[config.mk]
export PLATFORM = sky130hd
export DESIGN_NAME = fetch_cycle
export DESIGN_NICKNAME = d
export VERILOG_FILES = /design/src/rtl/fetch_cycle.sv
export SDC_FILE = /design/constraint.sdc
export NUM_CORES = 1
export LEC_CHECK = 0
export ABC_AREA = 1
export CAP_MARGIN = 20
export CORE_MARGIN = 2
export CORE_UTILIZATION = 30
export CTS_CLUSTER_DIAMETER = 40
export CTS_CLUSTER_SIZE = 25
export DETAILED_ROUTE_END_ITERATION = 10
export GPL_TIMING_DRIVEN = 0
export SYNTH_ARGS = -nofsm -noshare
export SYNTH_HDL_FRONTEND = slang
export SYNTH_SLANG_ARGS = --single-unit
[constraint.sdc]
create_clock -name clk -period 2.6 [get_ports clk]
set_clock_uncertainty 0.1 [all_clocks]
set_input_delay 0.65 -clock clk [delete_from_list [all_inputs] [get_ports clk]]
set_output_delay 0.65 -clock clk [all_outputs]
set_load 0.005 [all_outputs]
[src/rtl/fetch_cycle.sv]
`default_nettype none
// ============================================================================
//  Module      : fetch_cycle
//  Description : Instruction-fetch stage with IF/ID pipeline register.
//                A three-state controller (BOOT -> RUN -> HALT) sequences the
//                fetch PC. Word-addressed 9-bit PC, 33-bit instructions.
//                Redirects (return has priority over branch) beat StallF.
//                The all-ones instruction word halts the fetch stage until
//                reset.
//  Ports       : clk             - clock, rising edge
//                rst             - asynchronous active-low reset
//                StallF/StallD   - hold PC / hold IF/ID
//                FlushD          - load NOP into IF/ID
//                PCSrcE/PCTargetE             - branch/jump redirect
//                PCReturnSignalE/PCReturnE    - return redirect
//                InstrF          - instruction memory read data at PCF
//                PCF             - current fetch address
//                InstrD/PCD/PCPlus4D - IF/ID register contents
//                HaltedF         - high while halted
//                FetchCountF/StallCountF - saturating performance counters
//                                  (only with FETCH_PERF_COUNT_EN defined)
//  Options     : `define FETCH_PERF_COUNT_EN to add the performance counters.
//  Revision    : 1.0 - initial release
// ============================================================================
module fetch_cycle (
    input  logic        clk,
    input  logic        rst,
    input  logic        StallF,
    input  logic        StallD,
    input  logic        FlushD,
    input  logic        PCSrcE,
    input  logic [8:0]  PCTargetE,
    input  logic        PCReturnSignalE,
    input  logic [8:0]  PCReturnE,
    input  logic [32:0] InstrF,
    output logic [8:0]  PCF,
    output logic [32:0] InstrD,
    output logic [8:0]  PCD,
    output logic [8:0]  PCPlus4D,
    output logic        HaltedF
`ifdef FETCH_PERF_COUNT_EN
    ,
    output logic [15:0] FetchCountF,
    output logic [15:0] StallCountF
`endif
);

    typedef enum logic [1:0] {
        S_BOOT = 2'd0,
        S_RUN  = 2'd1,
        S_HALT = 2'd2
    } state_t;

    localparam logic [32:0] C_HALT_WORD = 33'h1_FFFF_FFFF;
    localparam logic [32:0] C_NOP_INSTR = 33'h0;

    state_t      state_q, state_d;
    logic [8:0]  pc_q, pc_d;
    logic [32:0] instr_q, instr_d;
    logic [8:0]  pcd_q, pcd_d;
    logic [8:0]  pc4d_q, pc4d_d;

    logic [8:0]  w_pc_plus1;
    logic        w_redirect;
    logic        w_halt_det;

    // 9-bit add wraps 511 -> 0 naturally.
    assign w_pc_plus1 = pc_q + 9'd1;
    assign w_redirect = PCReturnSignalE | PCSrcE;
    // A halt word on a redirected (wrong) path or under a fetch stall is ignored.
    assign w_halt_det = (state_q == S_RUN) && !w_redirect && !StallF &&
                        (InstrF == C_HALT_WORD);

    always_ff @(posedge clk or negedge rst) begin
        if (!rst) begin
            state_q <= S_BOOT;
            pc_q    <= 9'd0;
            instr_q <= C_NOP_INSTR;
            pcd_q   <= 9'd0;
            pc4d_q  <= 9'd0;
        end else begin
            state_q <= state_d;
            pc_q    <= pc_d;
            instr_q <= instr_d;
            pcd_q   <= pcd_d;
            pc4d_q  <= pc4d_d;
        end
    end

    always_comb begin
        state_d = state_q;
        pc_d    = pc_q;
        instr_d = instr_q;
        pcd_d   = pcd_q;
        pc4d_d  = pc4d_q;
        case (state_q)
            S_BOOT: begin
                state_d = S_RUN;
                pc_d    = 9'd0;
                instr_d = C_NOP_INSTR;
                pcd_d   = 9'd0;
                pc4d_d  = 9'd0;
            end
            S_RUN: begin
                if (PCReturnSignalE) begin
                    pc_d = PCReturnE;
                end else if (PCSrcE) begin
                    pc_d = PCTargetE;
                end else if (!StallF) begin
                    pc_d = w_pc_plus1;
                end

                if (w_halt_det) begin
                    state_d = S_HALT;
                    pc_d    = pc_q;
                    instr_d = C_NOP_INSTR;
                    pcd_d   = 9'd0;
                    pc4d_d  = 9'd0;
                end else if (FlushD) begin
                    instr_d = C_NOP_INSTR;
                    pcd_d   = 9'd0;
                    pc4d_d  = 9'd0;
                end else if (!StallD) begin
                    instr_d = InstrF;
                    pcd_d   = pc_q;
                    pc4d_d  = w_pc_plus1;
                end
            end
            S_HALT: begin
                // Only reset leaves HALT; the IF/ID register keeps draining NOPs.
                instr_d = C_NOP_INSTR;
                pcd_d   = 9'd0;
                pc4d_d  = 9'd0;
            end
            default: begin
                state_d = S_BOOT;
                pc_d    = 9'd0;
                instr_d = C_NOP_INSTR;
                pcd_d   = 9'd0;
                pc4d_d  = 9'd0;
            end
        endcase
    end

    assign PCF      = pc_q;
    assign InstrD   = instr_q;
    assign PCD      = pcd_q;
    assign PCPlus4D = pc4d_q;
    assign HaltedF  = (state_q == S_HALT);

`ifdef FETCH_PERF_COUNT_EN
    logic [15:0] fcnt_q;
    logic [15:0] scnt_q;
    logic        w_fetch_inc;
    logic        w_stall_inc;

    // A halting cycle loads a NOP, so it is not a fetch.
    assign w_fetch_inc = (state_q == S_RUN) && !w_halt_det && !FlushD && !StallD;
    assign w_stall_inc = (state_q == S_RUN) && StallF && !w_redirect;

    always_ff @(posedge clk or negedge rst) begin
        if (!rst) begin
            fcnt_q <= 16'd0;
            scnt_q <= 16'd0;
        end else begin
            if (w_fetch_inc && (fcnt_q != 16'hFFFF)) begin
                fcnt_q <= fcnt_q + 16'd1;
            end
            if (w_stall_inc && (scnt_q != 16'hFFFF)) begin
                scnt_q <= scnt_q + 16'd1;
            end
        end
    end

    assign FetchCountF = fcnt_q;
    assign StallCountF = scnt_q;
`endif

endmodule
`default_nettype wire

Word-level counts from Yosys, hierarchy flattened
Cells that the tools add are included.
Widths: inputs -> output; s select.
{"block": "totals", "regBits": 62, "latch_bits": 0, "ram_bits": 0, "romBits": 0, "inputBits": 58, "out_inout_bits": 61, "elab_cells": 42, "n_memories": 0}
{"block": "classes", "n_addsub": 1, "n_mul": 0, "div": 0, "magnitude_cmp": 0, "eq_ne": 7, "shift": 0, "mux": 19, "bitwise_logic": 2, "n_reduce_logical": 8}
{"cell": "$mux 33", "n": 4}
{"cell": "$mux 9", "n": 12}
{"cell": "$eq 33x33->1 const B", "n": 1}
{"cell": "$pmux 9 s2", "n": 1}
{"cell": "$add 9x1->9 const B", "n": 1}
{"cell": "$ne 4x4->1 const B", "n": 2}
{"cell": "$pmux 2 s3", "n": 1}
{"cell": "$ne 2x2->1 const B", "n": 2}
{"cell": "$logic_and 1x1->1", "n": 3}
{"cell": "$reduce_and 3->1", "n": 1}
{"cell": "$eq 2x1->1 const B", "n": 1}
{"cell": "$eq 2x2->1 const B", "n": 1}
{"cell": "$logic_not 1->1", "n": 2}
{"cell": "$logic_not 2->1", "n": 1}
{"cell": "$mux 2", "n": 1}
{"cell": "$reduce_and 2->1", "n": 1}
{"cell": "$not 1->1", "n": 1}
{"cell": "$or 1x1->1", "n": 1}

Longest topological paths before layout
Gate-level depths: netlist (run 1).
{"block": "depth", "depth_word": 7, "mapped_depth": 10, "mapped_depth_nobuf": 10}

Least setup slack after synthesis (run 1)
OpenSTA, ideal clock, no wires.
{"block": "synth_timing", "path_kind": "in2reg", "start": "input PCReturnSignalE", "end": "register instr_q[27], in the netlist InstrD[27]", "setup_ns": 0.118, "arrival_time_ns": 1.620, "required_ns": 2.382, "path_slack_ns": 0.762, "path_stages": 9, "n_path_buf": 3, "cell_sequence": "buf_4 > nor2_1 > nand2_1 > nor2_2 > nand3_4 > buf_6 > buf_6 > nand4_1 > nand2_1"}
{"block": "synth_between", "elab_chain_cells": 7, "elab_cells_between_ends": 8, "cone_classes": "1 x eq/ne; 2 x mux; 1 x bitwise; 4 x reduce/logical"}
{"item": "start, declared", "line": "33", "rtl": "input logic PCReturnSignalE,"}
{"item": "$or 1x1->1 *", "line": "69", "rtl": "assign w_redirect = PCReturnSignalE | PCSrcE;"}
{"item": "$logic_not 1->1 *", "line": "71", "rtl": "assign w_halt_det = (state_q == S_RUN) && !w_redirect && !StallF &&"}
{"item": "$logic_and 1x1->1 * (3 in series)", "line": "71"}
{"item": "$mux 33", "line": "113", "rtl": "if (w_halt_det) begin"}
{"item": "$mux 33", "line": "96", "rtl": "case (state_q)"}
{"item": "end signal, assigned", "line": "84", "rtl": "instr_q <= instr_d;"}
{"item": "end, declared", "line": "59", "rtl": "logic [32:0] instr_q, instr_d;"}
Every way passes the cells marked *; elsewhere a longest branch is shown, timed or not.
A chain may end at the register's enable or synchronous reset.

Final worst setup path (run 1)
{"block": "layout_timing", "start": "register state_q[0]", "end": "output HaltedF"}
{"block": "layout_between", "elab_chain_cells": 1}
{"item": "start, declared", "line": "57", "rtl": "state_t state_q, state_d;"}
{"item": "start signal, assigned", "line": "82", "rtl": "state_q <= state_d;"}
{"item": "$eq 2x2->1", "line": "149", "rtl": "assign HaltedF = (state_q == S_HALT);"}
{"item": "end, declared", "line": "40", "rtl": "output logic HaltedF"}
No other way between the ends.

==> metrics, run 1 <==
status finished clean; Critical Path RT 1.85 ns; postcts setup bufs 0; max_slew headroom 0.4647; Area Overhead vs Synth 46.28%; vias in the first global route 3361; Max FO, Critical Path 3; global route overflow 0; Worst-Skew Late Latency 0.34 ns; CTS Buf Count 9; count of input and output buffers 116; global-route wire length before repair 17.15 mm; average instance area after synthesis 8.071 um^2; fin worst setup slack 0.3894 ns; Total GRT Usage 0.1878; Gate Count Post-Synth 404; Hold Fails Final Rpt 0; final period utilization 0.8502; hpwl dp 7.880 mm; synth warn 0; Synth cell types 27; slowest library cell on the worst path clkdlybuf4s50_1; startpoint types flop; n_diodes 0; core area 0.01070 mm^2; GR met3 Demand/Resource 0.03376; NumNets Final 590; met2 GRT Util 0.3005; crit path kind flop to output port; Clk Tree Root Cell clkbuf_8; Tightest Hold Check Type primary input to asynchronous set/reset pin; Mapped Nets 463; Peak VDD IR 0.0001925 V; power density cells 407.9 mW/mm^2; layout cells sized above 1 0.08022; via count 3449; Buf+Inv Stages, Crit Path 1; Pins Over Slew Limit 0; Final Util 0.4458; Max Freq 452.4 MHz; Critical Path AT 1.46 ns; total iterations of the first detailed-routing run 4; commonest cells after routing, fill and taps aside clkdlybuf4s50_1 (115), nand2_1 (113), nand4_1 (106), dfrtp_1 (62), nor2_1 (26); crit-path max cell delay 0.54 ns; number of max-cap violations 0; worst-margin pin slew 0.8030 ns; Core Rows 38; WL final 10.69 mm; largest net degree at the start of global routing 63; CTS tree built; Yosys reg bits 62; post-synthesis sequential area ratio 0.4758; largest area contributor in the netlist dfrtp_1; Leakage 2.189 nW; pre-CTS WS 0.06618 ns; Top Ports 119; final setup violating endpoints 0; Critical Path End Type output port; DR WL/cell 15.81 um; # DRC 0; H-tree Lvls 3; Tmin final 2.211 ns; fillers 1087; initial antenna violation count 0; PostCTS Resize Cnt 0; Antenna Violating Nets Remaining 0; Hold-fix buffers, CTS 0; die width 108.3 um; top-area cell type share of the netlist area 0.4758; unrepaired setup endpoints after global routing no; Synth area leaders dfrtp_1 (48%), nand4_1 (20%), nand2_1 (13%); met1 Use GR 0.2569; vias per cell 5.102; die height 108.3 um; Longest Clk Path Bufs 2; Starting Density 0.3048; synthesized area 0.003261 mm^2; Worst-path clk slew 0.07 ns; grt peak-use layer met2; GPL Wtd Cong 0.8891; DIE AREA 0.01172 mm^2; initial DRC count 180; CP delay by family, top buffers and inverters; Sink Count 62; commonest non-fill, non-tap cell in the layout clkdlybuf4s50_1; crit path cell chain nor2_1 > clkdlybuf4s50_1; TNS Setup 0 ns
worst register-to-register path: stages (launching register included):
cell	delay, ns
dfrtp_1	0.37
inv_2	0.08
nand2_2	0.13
inv_4	0.12
nand2_1	0.10
nor2_2	0.17
nand3_4	0.16
clkbuf_1	0.29
nand4_1	0.13
nand2_1	0.06
synth_stat cells, drive strengths merged:
library cell,n
inv,14
nand3,10
dfrtp,62
xor2,1
ha,1
and2,4
o21ai,10
clkbuf,15
buf,21
nor2,27
xnor2,1
a21oi,10
clkinv,2
a31oi,2
nand4,106
nand2,115
o211ai,2
o21bai,1
path summary, 6_finish.rpt:
| path | from | endpoint | slack (ns) | cells past startpoint |
|---|---|---|---|---|
| worst max-delay path | state_q[0]$_DFFE_PN0P_ | HaltedF | 0.39 | 2 |
| worst min-delay path | rst | PCF[4]$_DFFE_PN0P_ | 0.28 | 1 |
| worst max register to register | state_q[1]$_DFFE_PN0P_ | InstrD[15]$_DFFE_PN0P_ | 0.77 | 9 |
| worst min register to register | state_q[0]$_DFFE_PN0P_ | state_q[1]$_DFFE_PN0P_ | 0.39 | 1 |
| max in group asynchronous | rst | InstrD[20]$_DFFE_PN0P_ | 1.58 | 1 |
| min in group clk | state_q[0]$_DFFE_PN0P_ | state_q[1]$_DFFE_PN0P_ | 0.39 | 1 |
cell type report:
cell class / instances / area [um^2] / area share
Buffer: 36 / 190.2 / 0.03987
Timing Repair Buffer: 116 / 1159 / 0.2429
Clock inverter: 6 / 37.54 / 0.007870
Clock buffer: 10 / 137.6 / 0.02886
Multi-Input combinational cell: 290 / 1456 / 0.3054
Tap cell: 140 / 175.2 / 0.03673
Sequential cell: 62 / 1551 / 0.3253
Inverter: 16 / 62.56 / 0.01312
where the power goes:
part           switching [W]  internal (W)  leakage [nW]  total [W]
sequential        0.00000979      0.000968         0.854   0.000978
combinational      0.0000967     0.0000997          1.25   0.000196
clock               0.000405      0.000366        0.0841   0.000771
total               0.000511       0.00143          2.19    0.00195
through the flow:
stage / hold WS, ns / total power [W] / instance area, um^2 / cells
6_report: 0.2813 / 0.001946 / 4770 / 676
3_3_place_gp: 0.3673 / 0.001194 / 4597 / 660
3_5_place_dp: 0.3802 / 0.001193 / 4594 / 660
5_1_grt: 0.3599 / 0.002020 / 4770 / 676
2_1_floorplan: 0.2544 / 0.001050 / 3261 / 404
4_1_cts: 0.3250 / 0.001961 / 4770 / 676
flip-flops by register name (all words and copies together), names as in the netlist:
signal / count
InstrD: 33
PCD: 9
PCF: 9
PCPlus4D: 9
state_q: 2
routing by layer:
layer,routed length (um),vias to the layer above,part of all wire
li1,-,1687,-
met1,4838,1645,0.45
met2,5036,101,0.47
met3,629,16,0.059
met4,182,0,0.017
met5,0,-,0
kinds of logic (layout without fill, tap and decap cells):
kind of cell,after synthesis,count (layout),synth area share
buf+inv,52,184,0.07751
compound gates,25,25,0.04144
flops,62,62,0.4758
simple gates,262,262,0.3960
fa+ha+maj,1,1,0.003837
xor+xnor,2,2,0.005373
Power figures use the tool's default switching activity.
==> run 2, diff against run 1 <==
--- a/config.mk
+++ b/config.mk
@@ -8,7 +8,7 @@
 export ABC_AREA = 1
 export CAP_MARGIN = 20
 export CORE_MARGIN = 2
-export CORE_UTILIZATION = 30
+export CORE_UTILIZATION = 28
 export CTS_CLUSTER_DIAMETER = 40
 export CTS_CLUSTER_SIZE = 25
 export DETAILED_ROUTE_END_ITERATION = 10
==> run 2 against run 1 <==
Against the previous run:
- clock power increased by 39%
- clock-buffer cell count increased by 1
- critical endpoint unchanged
- worst hold slack improved by 0.045 ns
- sequential cell count unchanged
- combinational power about the same
- final area increased by 1.9%
- worst setup slack got worse by 0.0097 ns
- highest routed layer unchanged
- sequential power about the same
- global-route usage decreased by 1.2 points
- die area increased by 6.9%
- largest cell class unchanged
- critical path depth unchanged
==> metrics, run 2 (synthesis gave the netlist of run 1 again) <==
status finished clean; unrepaired setup endpoints after global routing no; NumNets Final 590; Hold Fails Final Rpt 0; vias per cell 5.182; crit path kind flop to output port; Antenna Violating Nets Remaining 0; Longest Clk Path Bufs 2; initial DRC count 221; vias in the first global route 3402; Top Ports 119; Critical Path End Type output port; Core Rows 39; Pins Over Slew Limit 0; max reg flops 33; number of max-cap violations 0; Total GRT Usage 0.1757; total iterations of the first detailed-routing run 5; CTS Buf Count 9; Worst-path clk slew 0.05 ns; Max Freq 450.4 MHz; Hold-fix buffers, CTS 0; initial antenna violation count 0; Clk Tree Root Cell clkbuf_16; CP delay by family, top buffers and inverters; Leakage 2.238 nW; die height 111.9 um; fillers 1175; power share of the clock group 0.476; layout cells sized above 1 0.07505; PostCTS Resize Cnt 0; slowest library cell on the worst path clkdlybuf4s50_1; WL final 11.02 mm; Tmin final 2.220 ns; Worst-Skew Late Latency 0.32 ns; pre-CTS WS 0.01883 ns; Crit Reg-Reg Startpoint state_q[1]$_DFFE_PN0P_; crit path cell chain nor2_1 > clkdlybuf4s50_1; die width 111.9 um; startpoint types flop; CP Launch Point state_q[0]$_DFFE_PN0P_; commonest non-fill, non-tap cell in the layout clkdlybuf4s50_1; net switching power 0.0005049 W; largest net degree at the start of global routing 63; Peak VDD IR 0.0002060 V; via count 3503; Starting Density 0.2868; Tightest Hold Check Type primary input to asynchronous set/reset pin; global route overflow 0; Critical Path RT 1.85 ns; H-tree Lvls 3; GPL Wtd Cong 0.8615; worst-margin pin slew 0.8353 ns; core area 0.01137 mm^2; final setup violating endpoints 0; commonest cells after routing, fill and taps aside clkdlybuf4s50_1 (115), nand2_1 (113), nand4_1 (106), dfrtp_1 (62), nor2_1 (26); max_slew headroom 0.4432; combinational power share 0.088; CTS tree built; Cell Int Power 0.001747 W; total power 0.002252 W; final period utilization 0.8540; Max FO, Critical Path 3; Critical Path AT 1.47 ns; fin worst setup slack 0.3797 ns; Buf+Inv Stages, Crit Path 1; hpwl dp 8.066 mm; crit-path max cell delay 0.54 ns; global-route wire length before repair 17.68 mm; Sw Ratio 0.2242; DR WL/cell 16.30 um; Sink Count 62; count of input and output buffers 116; postcts setup bufs 0; n_diodes 0; # DRC 0; Area Overhead vs Synth 49.08%; power density cells 463.2 mW/mm^2; Flop pwr share 0.436; DIE AREA 0.01252 mm^2
==> run 2: cell count changes in the layout (fill, tap and decap cells not counted), sizes merged <==
| cell | change |
|---|---|
| clkinvlp | -3 |
| clkinv | -1 |
| clkbuf | +1 |
==> run 2: layout make-up <==
cell class / instances / area, um^2 / area share
inverter: 16 / 62.56 / 0.01287
timing repair buffer: 116 / 1159 / 0.2384
clock inverter: 2 / 10.01 / 0.002059
multi-input combinational: 290 / 1456 / 0.2996
buffer: 36 / 190.2 / 0.03912
sequential: 62 / 1551 / 0.3192
clock buffer: 11 / 252.7 / 0.05199
tap: 143 / 178.9 / 0.03681
==> run 2: power groups by stage <==
stage	sequential [W]	clock, W	combinational (W)
2_1_floorplan	0.000994	0	0.0000558
3_3_place_gp	0.000998	0	0.000198
3_5_place_dp	0.000997	0	0.000199
4_1_cts	0.000981	0.00110	0.000200
5_1_grt	0.000981	0.00116	0.000218
6_report	0.000981	0.00107	0.000199
==> run 2: through the flow <==
stage	instance area [um^2]	TNS, ns	hold WS, ns	cells	util
2_1_floorplan	3261	0	0.2544	404	-
3_3_place_gp	4601	-78.88	0.3675	663	0.4046
3_5_place_dp	4598	0	0.3874	663	0.4044
4_1_cts	4861	0	0.3626	676	0.4275
5_1_grt	4861	0	0.3948	676	0.4275
6_report	4861	0	0.3261	676	0.4275
==> run 2: layer usage <==
metal	vias to the layer above	wire length [um]	track usage
met2	139	5287	0.2857
met4	0	211	0.06255
li1	1686	-	-
met1	1661	4771	0.2270
met5	-	0	0
met3	17	745	0.04518
==> run 2: final timing paths <==
check,cells past startpoint,endpoint,slack (ns)
hold reg to reg,1,state_q[1]$_DFFE_PN0P_,0.39
setup / recovery,2,HaltedF,0.38
setup reg to reg,10,PCPlus4D[2]$_DFFE_PN0P_,0.79
min in group clk,1,state_q[1]$_DFFE_PN0P_,0.39
max in group asynchronous,1,PCD[8]$_DFFE_PN0P_,1.52
hold / removal,1,PCF[6]$_DFFE_PN0P_,0.33
